**src/rtl/pacman_life_ctrl.sv**
```systemverilog
`default_nettype none
// +--------------------------------------------------------------------------+
// | Module   : pacman_life_ctrl                                              |
// | Purpose  : Life / death / respawn controller for Pac-Man.                |
// |            Samples ghost collisions once per frame, runs the death       |
// |            animation timer and post-respawn immunity, and optionally     |
// |            scores eaten ghosts with 200/400/800/1600 escalation.         |
// | Macro    : PACMAN_GHOST_EAT_EN - when defined, ghost eating is built in; |
// |            when undefined every qualifying collision is a death.         |
// | Ports    : clk, rst_n (async, active low)                                |
// |            col[3:0]       per-ghost collision flags                      |
// |            frame_tick     one pulse per video frame                      |
// |            start          level-sampled start request                    |
// |            power_active   Pac-Man energized                              |
// |            lives[2:0]     remaining lives                                |
// |            freeze         movement halted (all states except PLAY)       |
// |            respawn        one-cycle return-to-start command              |
// |            game_over      high in GAMEOVER                               |
// |            ghost_eaten    one-hot pulse naming the eaten ghost           |
// |            score_add      points for the current eat                     |
// |            score_valid    one-cycle pulse qualifying score_add           |
// | Revision : 1.0 - initial release                                         |
// +--------------------------------------------------------------------------+
module pacman_life_ctrl #(
    parameter int LIVES_INIT    = 3,
    parameter int DEATH_FRAMES  = 60,
    parameter int INVULN_FRAMES = 90
) (
    input  logic        clk,
    input  logic        rst_n,
    input  logic [3:0]  col,
    input  logic        frame_tick,
    input  logic        start,
    input  logic        power_active,
    output logic [2:0]  lives,
    output logic        freeze,
    output logic        respawn,
    output logic        game_over,
    output logic [3:0]  ghost_eaten,
    output logic [10:0] score_add,
    output logic        score_valid
);

    localparam logic [2:0] c_lives_init  = 3'(LIVES_INIT);
    localparam logic [7:0] c_death_load  = 8'(DEATH_FRAMES);
    localparam logic [7:0] c_invuln_load = 8'(INVULN_FRAMES);

    typedef enum logic [2:0] {
        S_IDLE     = 3'd0,
        S_PLAY     = 3'd1,
        S_DYING    = 3'd2,
        S_RESPAWN  = 3'd3,
        S_GAMEOVER = 3'd4
    } state_t;

    state_t     r_state;
    state_t     w_state_nxt;
    logic [2:0] r_lives;
    logic [7:0] r_death_cnt;
    logic [7:0] r_invuln_cnt;

    logic w_sample;      // collision sampling window for this cycle
    logic w_hit;         // qualifying collision that kills Pac-Man
    logic w_eat;         // qualifying collision that eats a ghost
    logic w_death_done;  // last frame of the death animation
    logic w_new_game;    // start accepted in IDLE or GAMEOVER

    assign w_sample     = frame_tick && (r_state == S_PLAY) && (r_invuln_cnt == 8'd0);
    assign w_death_done = (r_state == S_DYING) && frame_tick && (r_death_cnt == 8'd1);
    assign w_new_game   = start && ((r_state == S_IDLE) || (r_state == S_GAMEOVER));

`ifdef PACMAN_GHOST_EAT_EN
    logic [3:0] r_eaten_mask;  // ghosts already eaten during this power period
    logic [1:0] r_mult_idx;
    logic [3:0] w_col_live;
    logic [3:0] w_lowest;

    // An eaten ghost stays harmless until the power period ends, so its
    // collision bit is hidden while power is active.
    assign w_col_live = power_active ? (col & ~r_eaten_mask) : col;
    assign w_lowest   = w_col_live & (~w_col_live + 4'd1);
    assign w_eat      = w_sample && power_active && (w_col_live != 4'd0);
    assign w_hit      = w_sample && !power_active && (w_col_live != 4'd0);

    always_ff @(posedge clk or negedge rst_n) begin
        if (!rst_n) begin
            ghost_eaten  <= 4'd0;
            score_add    <= 11'd0;
            score_valid  <= 1'b0;
            r_mult_idx   <= 2'd0;
            r_eaten_mask <= 4'd0;
        end else begin
            ghost_eaten <= 4'd0;
            score_add   <= 11'd0;
            score_valid <= 1'b0;
            if (!power_active || w_new_game) begin
                r_mult_idx   <= 2'd0;
                r_eaten_mask <= 4'd0;
            end else if (w_eat) begin
                ghost_eaten  <= w_lowest;
                score_add    <= 11'd200 << r_mult_idx;
                score_valid  <= 1'b1;
                r_eaten_mask <= r_eaten_mask | w_lowest;
                if (r_mult_idx != 2'd3) begin
                    r_mult_idx <= r_mult_idx + 2'd1;
                end
            end
        end
    end
`else
    logic unused_power_active;

    assign unused_power_active = power_active;
    assign w_eat       = 1'b0;
    assign w_hit       = w_sample && (col != 4'd0);
    assign ghost_eaten = 4'd0;
    assign score_add   = 11'd0;
    assign score_valid = 1'b0;
`endif

    // State register
    always_ff @(posedge clk or negedge rst_n) begin
        if (!rst_n) begin
            r_state <= S_IDLE;
        end else begin
            r_state <= w_state_nxt;
        end
    end

    // Next state and state-decoded outputs
    always_comb begin
        w_state_nxt = r_state;
        freeze      = 1'b1;
        respawn     = 1'b0;
        game_over   = 1'b0;
        case (r_state)
            S_IDLE: begin
                if (start) w_state_nxt = S_PLAY;
            end
            S_PLAY: begin
                freeze = 1'b0;
                if (w_hit) w_state_nxt = S_DYING;
            end
            S_DYING: begin
                if (w_death_done) begin
                    w_state_nxt = (r_lives != 3'd0) ? S_RESPAWN : S_GAMEOVER;
                end
            end
            S_RESPAWN: begin
                respawn     = 1'b1;
                w_state_nxt = S_PLAY;
            end
            S_GAMEOVER: begin
                game_over = 1'b1;
                if (start) w_state_nxt = S_PLAY;
            end
            default: w_state_nxt = S_IDLE;
        endcase
    end

    // Lives and frame counters
    always_ff @(posedge clk or negedge rst_n) begin
        if (!rst_n) begin
            r_lives      <= c_lives_init;
            r_death_cnt  <= 8'd0;
            r_invuln_cnt <= 8'd0;
        end else begin
            case (r_state)
                S_IDLE, S_GAMEOVER: begin
                    if (start) begin
                        r_lives      <= c_lives_init;
                        r_invuln_cnt <= 8'd0;
                    end
                end
                S_PLAY: begin
                    // PLAY is only entered with lives>0, so this cannot wrap.
                    if (w_hit) begin
                        r_lives     <= r_lives - 3'd1;
                        r_death_cnt <= c_death_load;
                    end else if (frame_tick && (r_invuln_cnt != 8'd0)) begin
                        r_invuln_cnt <= r_invuln_cnt - 8'd1;
                    end
                end
                S_DYING: begin
                    if (frame_tick && (r_death_cnt != 8'd0)) begin
                        r_death_cnt <= r_death_cnt - 8'd1;
                    end
                end
                S_RESPAWN: begin
                    r_invuln_cnt <= c_invuln_load;
                end
                default: ;
            endcase
        end
    end

    assign lives = r_lives;

endmodule
`default_nettype wire

```
**config.mk**
```make
export PLATFORM = sky130hd
export DESIGN_NAME = pacman_life_ctrl
export DESIGN_NICKNAME = d
export VERILOG_FILES = /design/src/rtl/pacman_life_ctrl.sv
export SDC_FILE = /design/constraint.sdc
export NUM_CORES = 1
export LEC_CHECK = 0
export ABC_CLOCK_PERIOD_IN_PS = 4050
export BUFFER_PORTS_ARGS = -buffer_cell sky130_fd_sc_hd__buf_2
export CAP_MARGIN = 20
export CORE_MARGIN = 3
export CORE_UTILIZATION = 59
export DETAILED_ROUTE_END_ITERATION = 8
export PLACE_DENSITY = 0.85
export SETUP_SLACK_MARGIN = 0.05
export SKIP_CTS_REPAIR_TIMING = 1
export SYNTH_ARGS = -nofsm -noshare
export SYNTH_HDL_FRONTEND = slang
export SYNTH_SLANG_ARGS = --single-unit
```
**constraint.sdc**
```tcl
create_clock -name clk -period 4.05 [get_ports clk]
set_input_delay 0.81 -clock clk [delete_from_list [all_inputs] [get_ports clk]]
set_output_delay 0.81 -clock clk [all_outputs]
set_load 0.02 [all_outputs]
```
== Word level (Yosys, flattened, before mapping) ==
Index checks and enable logic that the tools add are counted.

* Memories kept: 0
* Bits in latches: 0
* Output and inout port bits: 22
* Bits of input ports: 9
* Logic and storage cells: 57
* Memory bits (writable): 0
* ROM bits: 0
* Bits in registers: 22

* Magnitude comparators: 0
* Reduce and logical (&&, ||, !) cells: 21
* Div/mod/pow operators: 0
* Eq/ne operators: 11
* Bitwise operators: 0
* $add $sub $neg: 3
* Multiplexer cells: 18
* $mul: 0
* Shifts and indexed selects: 0

{| class="wikitable"
|+ Operators by type and width
! kind !! count
|-
| $mux W8 || 5
|-
| $pmux W8 S3 || 1
|-
| $mux W3 || 6
|-
| $pmux W8 S2 || 1
|-
| $reduce_bool A8 Y1 || 2
|-
| $sub A8 B1 Y8 const B || 2
|-
| $pmux W3 S4 || 1
|-
| $reduce_and A3 Y1 || 3
|-
| $eq A8 B1 Y1 const B || 1
|-
| $logic_not A8 Y1 || 1
|-
| $logic_and A1 B1 Y1 || 7
|-
| $eq A3 B2 Y1 const B || 2
|-
| $ne A2 B1 Y1 const B || 3
|-
| $ne A2 B2 Y1 const B || 3
|-
| $pmux W3 S2 || 1
|-
| $reduce_bool A3 Y1 || 2
|-
| $reduce_and A4 Y1 || 1
|-
| $reduce_bool A2 Y1 || 2
|-
| $reduce_bool A4 Y1 || 1
|-
| $eq A3 B1 Y1 const B || 1
|-
| $eq A3 B3 Y1 const B || 1
|-
| $logic_not A3 Y1 || 1
|-
| $mux W1 || 3
|-
| $sub A3 B1 Y3 const B || 1
|-
| $reduce_or A2 Y1 || 1
|}

== Depth between registers and ports, before layout ==
Gate-level depths: netlist (run 1).

* Depth after elaboration: 6
* Gate-level depth with buffers: 7
* Gate-level depth less buffers: 7

== Worst setup path before layout (run 1) ==
OpenSTA, ideal clock, no wires.

* Path kind: register -> output
* From: register r_state[1]
* To: output port game_over
* Stages on the path, launching flop included: 3
* Arrival time: 1.129 ns
* Buffers on the path: 1
* Path slack: 2.111 ns
* Path through: dfrtp_1 clkbuf_1 nor3b_1

* Longest elaborated chain between the ends: 2

{| class="wikitable"
|+ RTL lines
! element !! RTL line !! text
|-
| from (decl) || 56 || <nowiki>state_t r_state;</nowiki>
|-
| from (signal assigned) || 126 || <nowiki>r_state <= w_state_nxt;</nowiki>
|-
| $eq A3 B3 Y1 || 136 || <nowiki>case (r_state)</nowiki>
|-
| $mux W1 || 136 ||
|-
| to (decl) || 38 || <nowiki>output logic game_over,</nowiki>
|}

No other way between the ends.

== Final worst setup path (run 1) ==
* From: register r_state[0]
* To: output port respawn

* Longest elaborated chain between the ends: 2

{| class="wikitable"
|+ RTL lines
! element !! RTL line !! text
|-
| $eq A3 B2 Y1 || 136 ||
|-
| $mux W1 || 136 ||
|-
| to (decl) || 37 || <nowiki>output logic respawn,</nowiki>
|}

No other way between the ends.

==> run metrics, run 1 <==
Antenna Cells 0; Pint 0.000602 W; post-route cell area 1600 um^2; yosys warns 0; Worst Path Arrival 1630 ps; number of global-route vias before repair 1250; GRT busiest layer met2; Clk pwr share 10.5%; clk buf depth 2; Seq cells post-synth 22; I/O Buffers 13; DRT iter0 DRCs 67; DIE AREA 3270 um^2; setup repair after global routing missed its margin false; commonest non-fill, non-tap cell in the layout dfrtp_1; switching pwr 0.000526 W; GRT Util Overall 20.5%; GPL Wtd Cong 0.840; clk root buf clkbuf_4; Crit Path Category reg2out; Die Ht 57.2 um; combinational share of power 51.8%; slew margin rel. 63.3%; CP Capture Type output port; Primary FF master, synth dfrtp_1; Hold WS 439 ps; nets@finish 197; Setup TNS 0 ps; Slew Viols, Final 0; reg2reg path depth 6; commonest non-fill, non-tap cells in the layout 20 x dfrtp_1, 16 x conb_1, 14 x inv_1; Final min period 2440 ps; leakage 0.721 nW; Post-synth EDFFs 0; WL/cell 15.1 um; post-synthesis sequential area ratio 35.8%; vias 1291; Worst Tran Pin Value 543 ps; total routed wirelength 3150 um; core area 2340 um^2; DRC Markers 0; initial antenna violation count 0; clock-pin slew on the worst setup and hold paths 120 ps; library cells used by synthesis 55; io pins 31; Hold Vio Cnt, Final 0; syn avg cell area 9.09 um^2; share of cells above drive strength 1 18.2%; gr ovfl total 0; R2R setup slack 2050 ps; synthesized area 1550 um^2; asr flop ratio synth 100%; Pwr per Cell Area 706 nW/um^2; Post-DP HPWL 2440 um; met2 track demand over resource 33.1%; first-pass GRT wire length 5410 um; Detailed Routing Iterations Pass 1 4; Tcrit/Tclk final 60.3%; die width 57.2 um; CTS tree done; worst path required time 3240 ps; met3 GRT Util 3.17%; routing usage on met1 28.2%; Antenna Nets Post-Route 0; Worst VDD drop 423 uV; area delta synth->final 3.40%; Sink Count 22; DR vias/cell 6.18; top cells by area in the synthesized netlist dfrtp_1 32%, buf_4 7.8%, ha_1 4.9%; Skew-Pair Late Insertion Delay 300 ps; switch share 46.6%; sequential power share 37.7%; status finished clean; clock skew 6.60 ps; Max Freq 409 MHz; Syn Inst Count 170; Yosys top cell area share 32.4%; max-cap violations 0; CTS Buf Count 3; path type of the worst min-delay path in2async; row count 17; H-Tree Level Count 1; largest net degree at the start of global routing 23; Crit Path Max Fanout 13; Final setup viols 0; DP Area 1560 um^2; area leader, netlist dfrtp_1; Initial Util 66.0%; crit path launch type flip-flop
## sequential cells by signal (all words and copies together) (netlist names)
register,flops
r_death_cnt,8
lives,3
r_state,3
r_invuln_cnt,8
## layout make-up
cell class	count	area, um^2
Multi-Input combinational cell	127	852
Fill cell	189	742
Sequential cell	22	553
Timing Repair Buffer	13	65.1
Inverter	15	56.3
Clock buffer	4	36.3
Tap cell	28	35.0
## power groups by stage
stage | Sequential, W | Clock [W] | Combinational, W
3_5_place_dp | 0.000425 | 0 | 0.000578
2_1_floorplan | 0.000397 | 0 | 0.000474
6_report | 0.000425 | 0.000119 | 0.000584
3_3_place_gp | 0.000417 | 0 | 0.000549
4_1_cts | 0.000420 | 0.000122 | 0.000580
5_1_grt | 0.000436 | 0.000131 | 0.000652
## cells in the mapped netlist, types with 2 or more instances
master	instances
dfstp_2	2
inv_1	14
buf_4	16
nor3_1	7
o21ai_0	4
and3_1	2
nor2_1	10
o31ai_1	3
mux2i_1	3
nand2_1	6
nand2b_1	3
nor3b_1	3
a21oi_1	13
mux2_2	4
nor2b_1	3
a21o_1	3
o22ai_1	2
ha_1	6
o22a_1	2
nand4_1	2
nor3b_2	2
dfrtp_1	20
clkbuf_1	4
a31oi_1	5
## stage by stage
| step | worst slack, ps | power [W] | utilization (%) | instances |
|---|---|---|---|---|
| floorplan | 2110 | 0.000871 | - | 185 |
| global placement | 1920 | 0.000966 | 66.7 | 205 |
| detailed placement | 1870 | 0.00100 | 66.7 | 205 |
| CTS | 1620 | 0.00112 | 68.3 | 209 |
| global route | 1460 | 0.00122 | 68.3 | 209 |
| finish | 1610 | 0.00113 | 68.3 | 209 |
## path summary, 6_finish.rpt
| path | start | to |
|---|---|---|
| max | r_state[0]$_DFFE_PN0P_ | respawn |
| min | rst_n | r_invuln_cnt[7]$_DFFE_PN0P_ |
| max reg2reg | r_invuln_cnt[0]$_DFFE_PN0P_ | r_invuln_cnt[1]$_DFFE_PN0P_ |
| min in group clk | lives[2]$_DFFE_PN0P_ | lives[2]$_DFFE_PN0P_ |
| max in group asynchronous | rst_n | lives[1]$_DFFE_PN1P_ |
| min reg2reg | lives[2]$_DFFE_PN0P_ | lives[2]$_DFFE_PN0P_ |
## cells by family after synthesis
group,synth area share [%]
flops,35.8
other cells,0.243
compound gates,21.1
simple gates,20.4
buf+inv,12.7
fa+ha+maj,4.86
mux,4.86
## critical path, cell delays in order, from the launching register on
cell and delay (ps):
dfrtp_1 550, nor2b_1 360, nand2_1 130, inv_1 120
buf_2 170
## per-layer routing
metal / part of all wire [%] / vias up
met1: 47 / 603
met5: 0 / -
met2: 44 / 74
met4: 1.3 / 0
met3: 8.0 / 6
li1: - / 608
Note: power is estimated with default switching activity, not from simulation.
==> inputs of run 2 (changes only) <==
--- a/config.mk
+++ b/config.mk
@@ -5,13 +5,13 @@
 export SDC_FILE = /design/constraint.sdc
 export NUM_CORES = 1
 export LEC_CHECK = 0
-export ABC_CLOCK_PERIOD_IN_PS = 4050
+export ABC_CLOCK_PERIOD_IN_PS = 2200
 export BUFFER_PORTS_ARGS = -buffer_cell sky130_fd_sc_hd__buf_2
 export CAP_MARGIN = 20
 export CORE_MARGIN = 3
-export CORE_UTILIZATION = 59
+export CORE_UTILIZATION = 49
 export DETAILED_ROUTE_END_ITERATION = 8
-export PLACE_DENSITY = 0.85
+export PLACE_DENSITY = 0.75
 export SETUP_SLACK_MARGIN = 0.05
 export SKIP_CTS_REPAIR_TIMING = 1
 export SYNTH_ARGS = -nofsm -noshare
==> constraint.sdc (replaced) <==
create_clock -name clk -period 2.2 [get_ports clk]
set_input_delay 0.44 -clock clk [delete_from_list [all_inputs] [get_ports clk]]
set_output_delay 0.44 -clock clk [all_outputs]
set_load 0.02 [all_outputs]
==> run 2 against run 1 <==
- wire length is 1.5% higher
- cell count is 8.1% higher
- critical path type unchanged
- critical endpoint unchanged
- largest power group unchanged
- clock skew is 1.3 ps higher
- core utilization is 12 points lower
- setup slack worse by 1400 ps
- sequential share of layout area is 0.74 points lower
- worst hold slack worse by 380 ps
==> run metrics, run 2 (synthesis gave the netlist of run 1 again) <==
clk buf depth 2 (unchanged); Critical Path Slowest Stage Cell dfrtp_1; Final min period 2020 ps; largest net degree at the start of global routing 23 (unchanged); critical path's top delay family simple AND/OR/NAND/NOR gates; worst setup path startpoint r_state[2]$_DFFE_PN0P_; leakage 0.734 nW (+1.7%); Crit Path Max Fanout 10 (-3); worst path required time 1760 ps (-1480 ps); CTS tree done; Die Ht 62.2 um (+8.7%); routing usage on met1 25.8% (-2.4 points); Worst Path Arrival 1580 ps (-50 ps); die width 62.2 um (+8.7%); DRT iter0 DRCs 58 (-13%); clk root buf clkbuf_4; nets@finish 200 (+1.5%); status finished clean; Worst Tran Pin Value 502 ps (-41.3 ps); DP Area 1600 um^2 (+2.6%); DIE AREA 3860 um^2 (+18%); WL/cell 14.1 um (-6.1%); GRT Util Overall 17.6% (-2.9 points); Initial Util 53.7% (-12 points); met3 GRT Util 2.88% (-0.28 points); Crit Path Category reg2out; slew margin rel. 66.5% (+3.3 points); io pins 31 (unchanged); Pwr per Cell Area 1280 nW/um^2 (+81%); Max Freq 495 MHz; DR vias/cell 5.73 (-7.2%); Detailed Routing Iterations Pass 1 5 (+1); crit path launch type flip-flop; GPL Wtd Cong 0.854 (+1.7%); gr ovfl total 0 (unchanged); met2 track demand over resource 25.3% (-7.8 points); biggest regs r_death_cnt x8, r_invuln_cnt x8; max-cap violations 0 (unchanged); Setup TNS 0 ps (unchanged); CP Depth 4 (unchanged); critical path capture point respawn; DRC Markers 0 (unchanged); R2R setup slack 330 ps (-1720 ps); clock skew 7.94 ps (+1.35 ps); post-route cell area 1630 um^2 (+2.2%); Skew-Pair Late Insertion Delay 330 ps (+30 ps); Post-DP HPWL 2430 um (-0.43%); share of cells above drive strength 1 19.6% (+1.3 points); Slew Viols, Final 0 (unchanged); CTS Buf Count 3 (unchanged); initial antenna violation count 0 (unchanged); I/O Buffers 13 (unchanged); Hold WS 55.0 ps (-384 ps); Antenna Cells 0 (unchanged); vias 1296 (+0.39%); setup repair after global routing missed its margin false; area delta synth->final 5.67%; commonest non-fill, non-tap cell in the layout dfrtp_1; Fillers 249 (+32%); Final setup viols 0 (unchanged); Hold Vio Cnt, Final 0 (unchanged); core area 2880 um^2 (+23%); reg2reg path depth 4 (-2); CP cell instances nor2b_1 > nand2_1 > inv_1 > buf_2; H-Tree Level Count 1 (unchanged); CP peak stage delay 490 ps (-60 ps); Sink Count 22 (unchanged); number of global-route vias before repair 1137 (-9.0%); first-pass GRT wire length 5500 um (+1.7%); path type of the worst min-delay path in2async; Reg2Reg Launch Point r_invuln_cnt[3]$_DFFE_PN0P_; Antenna Nets Post-Route 0 (unchanged); Worst VDD drop 658 uV (+56%); reg-to-reg endpoint r_invuln_cnt[1]$_DFFE_PN0P_; row count 19 (+2); clock-pin slew on the worst setup and hold paths 130 ps (about the same); commonest non-fill, non-tap cells in the layout 20 x dfrtp_1, 16 x conb_1, 14 x inv_1; total routed wirelength 3200 um (+1.5%); GRT busiest layer met1; CP bufs+invs 2 (unchanged); Tcrit/Tclk final 91.8%; CP Capture Type output port
[run 2: changes by cell type in the layout (fill, tap and decap cells not counted)]
| cell | previous run | this run |
|---|---|---|
| buf_4 | 0 | 3 |
| clkbuf_1 | 0 | 1 |
| clkbuf_8 | 1 | 0 |
| nor3b_1 | 3 | 2 |
| nor3b_2 | 2 | 3 |
[run 2: worst register-to-register path: stages (launching register included)]
cell and delay (ps):
dfrtp_1 480, nor4_2 490, a21oi_1 180, o22ai_2 250, mux2_2 370
[run 2: worst min-delay path by stage]
stage	startpoint	to	slack (ps)
floorplan	rst_n	lives[2]$_DFFE_PN0P_	140
finish	rst_n	r_death_cnt[2]$_DFFE_PN0P_	60
detailed placement	rst_n	r_invuln_cnt[7]$_DFFE_PN0P_	430
CTS	rst_n	r_death_cnt[2]$_DFFE_PN0P_	70
global route	rst_n	r_death_cnt[2]$_DFFE_PN0P_	90
global placement	rst_n	r_death_cnt[2]$_DFFE_PN0P_	440
[run 2: where the power goes]
group | internal (W) | leakage [nW] | switching [W] | total [W]
logic | 0.000479 | 0.455 | 0.000654 | 0.00113
registers | 0.000563 | 0.264 | 0.000189 | 0.000752
clock network | 0.0000712 | 0.0150 | 0.000132 | 0.000203
[run 2: metal layers]
layer | part of all wire [%] | vias to the layer above
li1 | - | 618
met1 | 46 | 608
met2 | 44 | 61
met3 | 8.4 | 9
met4 | 2.0 | 0
met5 | 0 | -
[run 2: area by class of cell]
type                       instances  area (um^2)  share of cell area, %
sequential                        22          553                   33.9
inverter                          15         56.3                   3.45
tap                               42         52.6                   3.22
timing repair buffer              16         87.6                   5.36
multi-input combinational        127          857                   52.5
clock buffer                       4         26.3                   1.61
[run 2: stage by stage]
| stage | utilization (%) | std cells | total power, W | worst slack [ps] |
|---|---|---|---|---|
| 2_1_floorplan | - | 185 | 0.00160 | 452 |
| 3_3_place_gp | 55.7 | 222 | 0.00182 | 327 |
| 3_5_place_dp | 55.7 | 222 | 0.00187 | 271 |
| 4_1_cts | 56.6 | 226 | 0.00208 | 200 |
| 5_1_grt | 56.8 | 226 | 0.00227 | 98.6 |
| 6_report | 56.8 | 226 | 0.00209 | 180 |
==> inputs of run 3 (changes only) <==
--- a/config.mk
+++ b/config.mk
@@ -6,12 +6,11 @@
 export NUM_CORES = 1
 export LEC_CHECK = 0
 export ABC_CLOCK_PERIOD_IN_PS = 2200
-export BUFFER_PORTS_ARGS = -buffer_cell sky130_fd_sc_hd__buf_2
 export CAP_MARGIN = 20
-export CORE_MARGIN = 3
-export CORE_UTILIZATION = 49
+export CORE_UTILIZATION = 56
 export DETAILED_ROUTE_END_ITERATION = 8
-export PLACE_DENSITY = 0.75
+export DONT_BUFFER_PORTS = 1
+export PLACE_DENSITY = 0.74
 export SETUP_SLACK_MARGIN = 0.05
 export SKIP_CTS_REPAIR_TIMING = 1
 export SYNTH_ARGS = -nofsm -noshare
==> run 3 against run 2 <==
- power down 1.4%
- combinational power down 9.7%
- sequential cell count unchanged
- register-to-register slack worse by 30 ps
- wire length down 3.2%
- maximum frequency down 0.93%
- non-clock buffer count down 12
- clock power up 12%
- cell count down 11%
- critical path type unchanged
==> run metrics, run 3 (synthesis gave the netlist of run 1 again) <==
Worst Tran Pin Value 500 ps (-1.56 ps); crit path launch type flip-flop; Worst Path Arrival 1600 ps (+20 ps); DIE AREA 2970 um^2 (-23%); Tcrit/Tclk final 92.7% (+0.86 points); number of global-route vias before repair 1118 (-1.7%); CP cell instances nor2b_1 > nand2_1 > inv_1; largest net degree at the start of global routing 23 (unchanged); Worst VDD drop 954 uV (+45%); GPL Wtd Cong 0.855 (about the same); die width 54.5 um (-12%); Max Freq 490 MHz (-0.93%); share of cells above drive strength 1 14.0% (-5.6 points); sequential power share 39.3% (+3.3 points); leakage 0.696 nW (-5.1%); vias 1289 (-0.54%); Seq. cell area 553 um^2 (unchanged); Clk pwr share 11.1% (+1.4 points); GRT Util Overall 24.5% (+6.9 points); CP bufs+invs 1 (-1); Crit Path Max Fanout 13 (+3); nets@finish 188 (-6.0%); Initial Util 60.7% (+7.0 points); total routed wirelength 3090 um (-3.2%); Antenna Cells 0 (unchanged); Antenna Nets Post-Route 0 (unchanged); initial antenna violation count 0 (unchanged); Detailed Routing Iterations Pass 1 4 (-1); WL/cell 15.3 um (+8.3%); commonest non-fill, non-tap cell in the layout dfrtp_1; Die Ht 54.5 um (-12%); Crit Path Category reg2out; Final min period 2040 ps (+18.9 ps); Fillers 213 (-14%); clock-pin slew on the worst setup and hold paths 130 ps (about the same); commonest non-fill, non-tap cells in the layout 20 x dfrtp_1, 16 x conb_1, 14 x inv_1; CTS Buf Count 3 (unchanged); Skew-Pair Late Insertion Delay 310 ps (-20 ps); Setup TNS 0 ps (unchanged); Slew Viols, Final 0 (unchanged); Hold Vio Cnt, Final 0 (unchanged); path type of the worst min-delay path in2reg; CTS tree done; Pint 0.00110 W (-1.4%); switch share 46.7% (about the same); area of the multi-input gates 857 um^2 (unchanged); H-Tree Level Count 1 (unchanged); DRT iter0 DRCs 56 (-3.4%); CP Capture Type output port; max-cap violations 0 (unchanged); status finished clean; slew margin rel. 66.2% (-0.37 points); Final setup viols 0 (unchanged); io pins 31 (unchanged); area delta synth->final 2.59%; core area 2540 um^2 (-12%); first-pass GRT wire length 5160 um (-6.1%); clk buf depth 2 (unchanged); DR vias/cell 6.38 (+11%); switching pwr 0.000961 W (-1.4%); DRC Markers 0 (unchanged); Hold WS 323 ps (+268 ps); worst path required time 1760 ps (about the same); I/O Buffers 0 (-13); Post-DP HPWL 2270 um (-6.7%); biggest regs r_death_cnt x8, r_invuln_cnt x8; Hold Startpoint start; worst setup path startpoint r_state[0]$_DFFE_PN0P_; Reg2Reg Launch Point r_invuln_cnt[3]$_DFFE_PN0P_; Sink Count 22 (unchanged); row count 18 (-1); clk root buf clkbuf_4; Pwr per Cell Area 1300 nW/um^2 (+1.5%); CP peak stage delay 560 ps (+70 ps); clock skew 9.43 ps (+1.48 ps); Critical Path Slowest Stage Cell dfrtp_1; gr ovfl total 0 (unchanged); setup repair after global routing missed its margin false; combinational share of power 49.6% (-4.7 points); critical path's top delay family flip-flops
## run 3: cell count changes in the layout (fill, tap and decap cells not counted)
cell,change
buf_12,+1
buf_2,-13
buf_4,-1
clkbuf_1,-1
clkbuf_8,+1
dlygate4sd3_1,+1
## run 3: power groups by stage
stage | logic [W] | clock network [W] | registers (W)
6_report | 0.00102 | 0.000228 | 0.000809
5_1_grt | 0.00115 | 0.000251 | 0.000844
4_1_cts | 0.000987 | 0.000239 | 0.000803
3_5_place_dp | 0.000986 | 0 | 0.000810
3_3_place_gp | 0.000951 | 0 | 0.000802
2_1_floorplan | 0.000873 | 0 | 0.000731
## run 3: through the flow
step           power (W)  utilization (%)  setup slack (ps)  instances  area (um^2)
5_1_grt          0.00224             62.3              74.3        202         1590
4_1_cts          0.00203             60.9               179        200         1550
6_report         0.00206             62.3               161        202         1590
2_1_floorplan    0.00160                -               452        185         1600
3_5_place_dp     0.00180             59.5               245        196         1510
3_3_place_gp     0.00175             59.5               314        196         1510
## run 3: path summary, 6_finish.rpt
path / endpoint / slack [ps] / depth (start not counted)
max: respawn / 160 / 3
min: r_state[2]$_DFFE_PN0P_ / 320 / 2
max reg2reg: r_death_cnt[7]$_DFFE_PN0P_ / 300 / 4
min reg2reg: r_death_cnt[4]$_DFFE_PN0P_ / 550 / 1
max in group asynchronous: lives[0]$_DFFE_PN1P_ / 1460 / 2
min in group asynchronous: r_state[0]$_DFFE_PN0P_ / 530 / 2
## run 3: layer usage
layer / vias up / GRT usage [%] / part of all wire (%)
li1: 593 / - / -
met1: 636 / 34.7 / 47
met4: 0 / 8.97 / 0.90
met5: - / 0 / 0
met2: 56 / 36.4 / 45
met3: 4 / 5.28 / 7.8
## run 3: cell type report
| type | instances | share of cell area (%) |
|---|---|---|
| Multi-Input combinational cell | 127 | 54.1 |
| Sequential cell | 22 | 34.9 |
| Inverter | 15 | 3.55 |
| Timing Repair Buffer | 4 | 2.84 |
| Tap cell | 30 | 2.37 |
| Clock buffer | 4 | 2.29 |
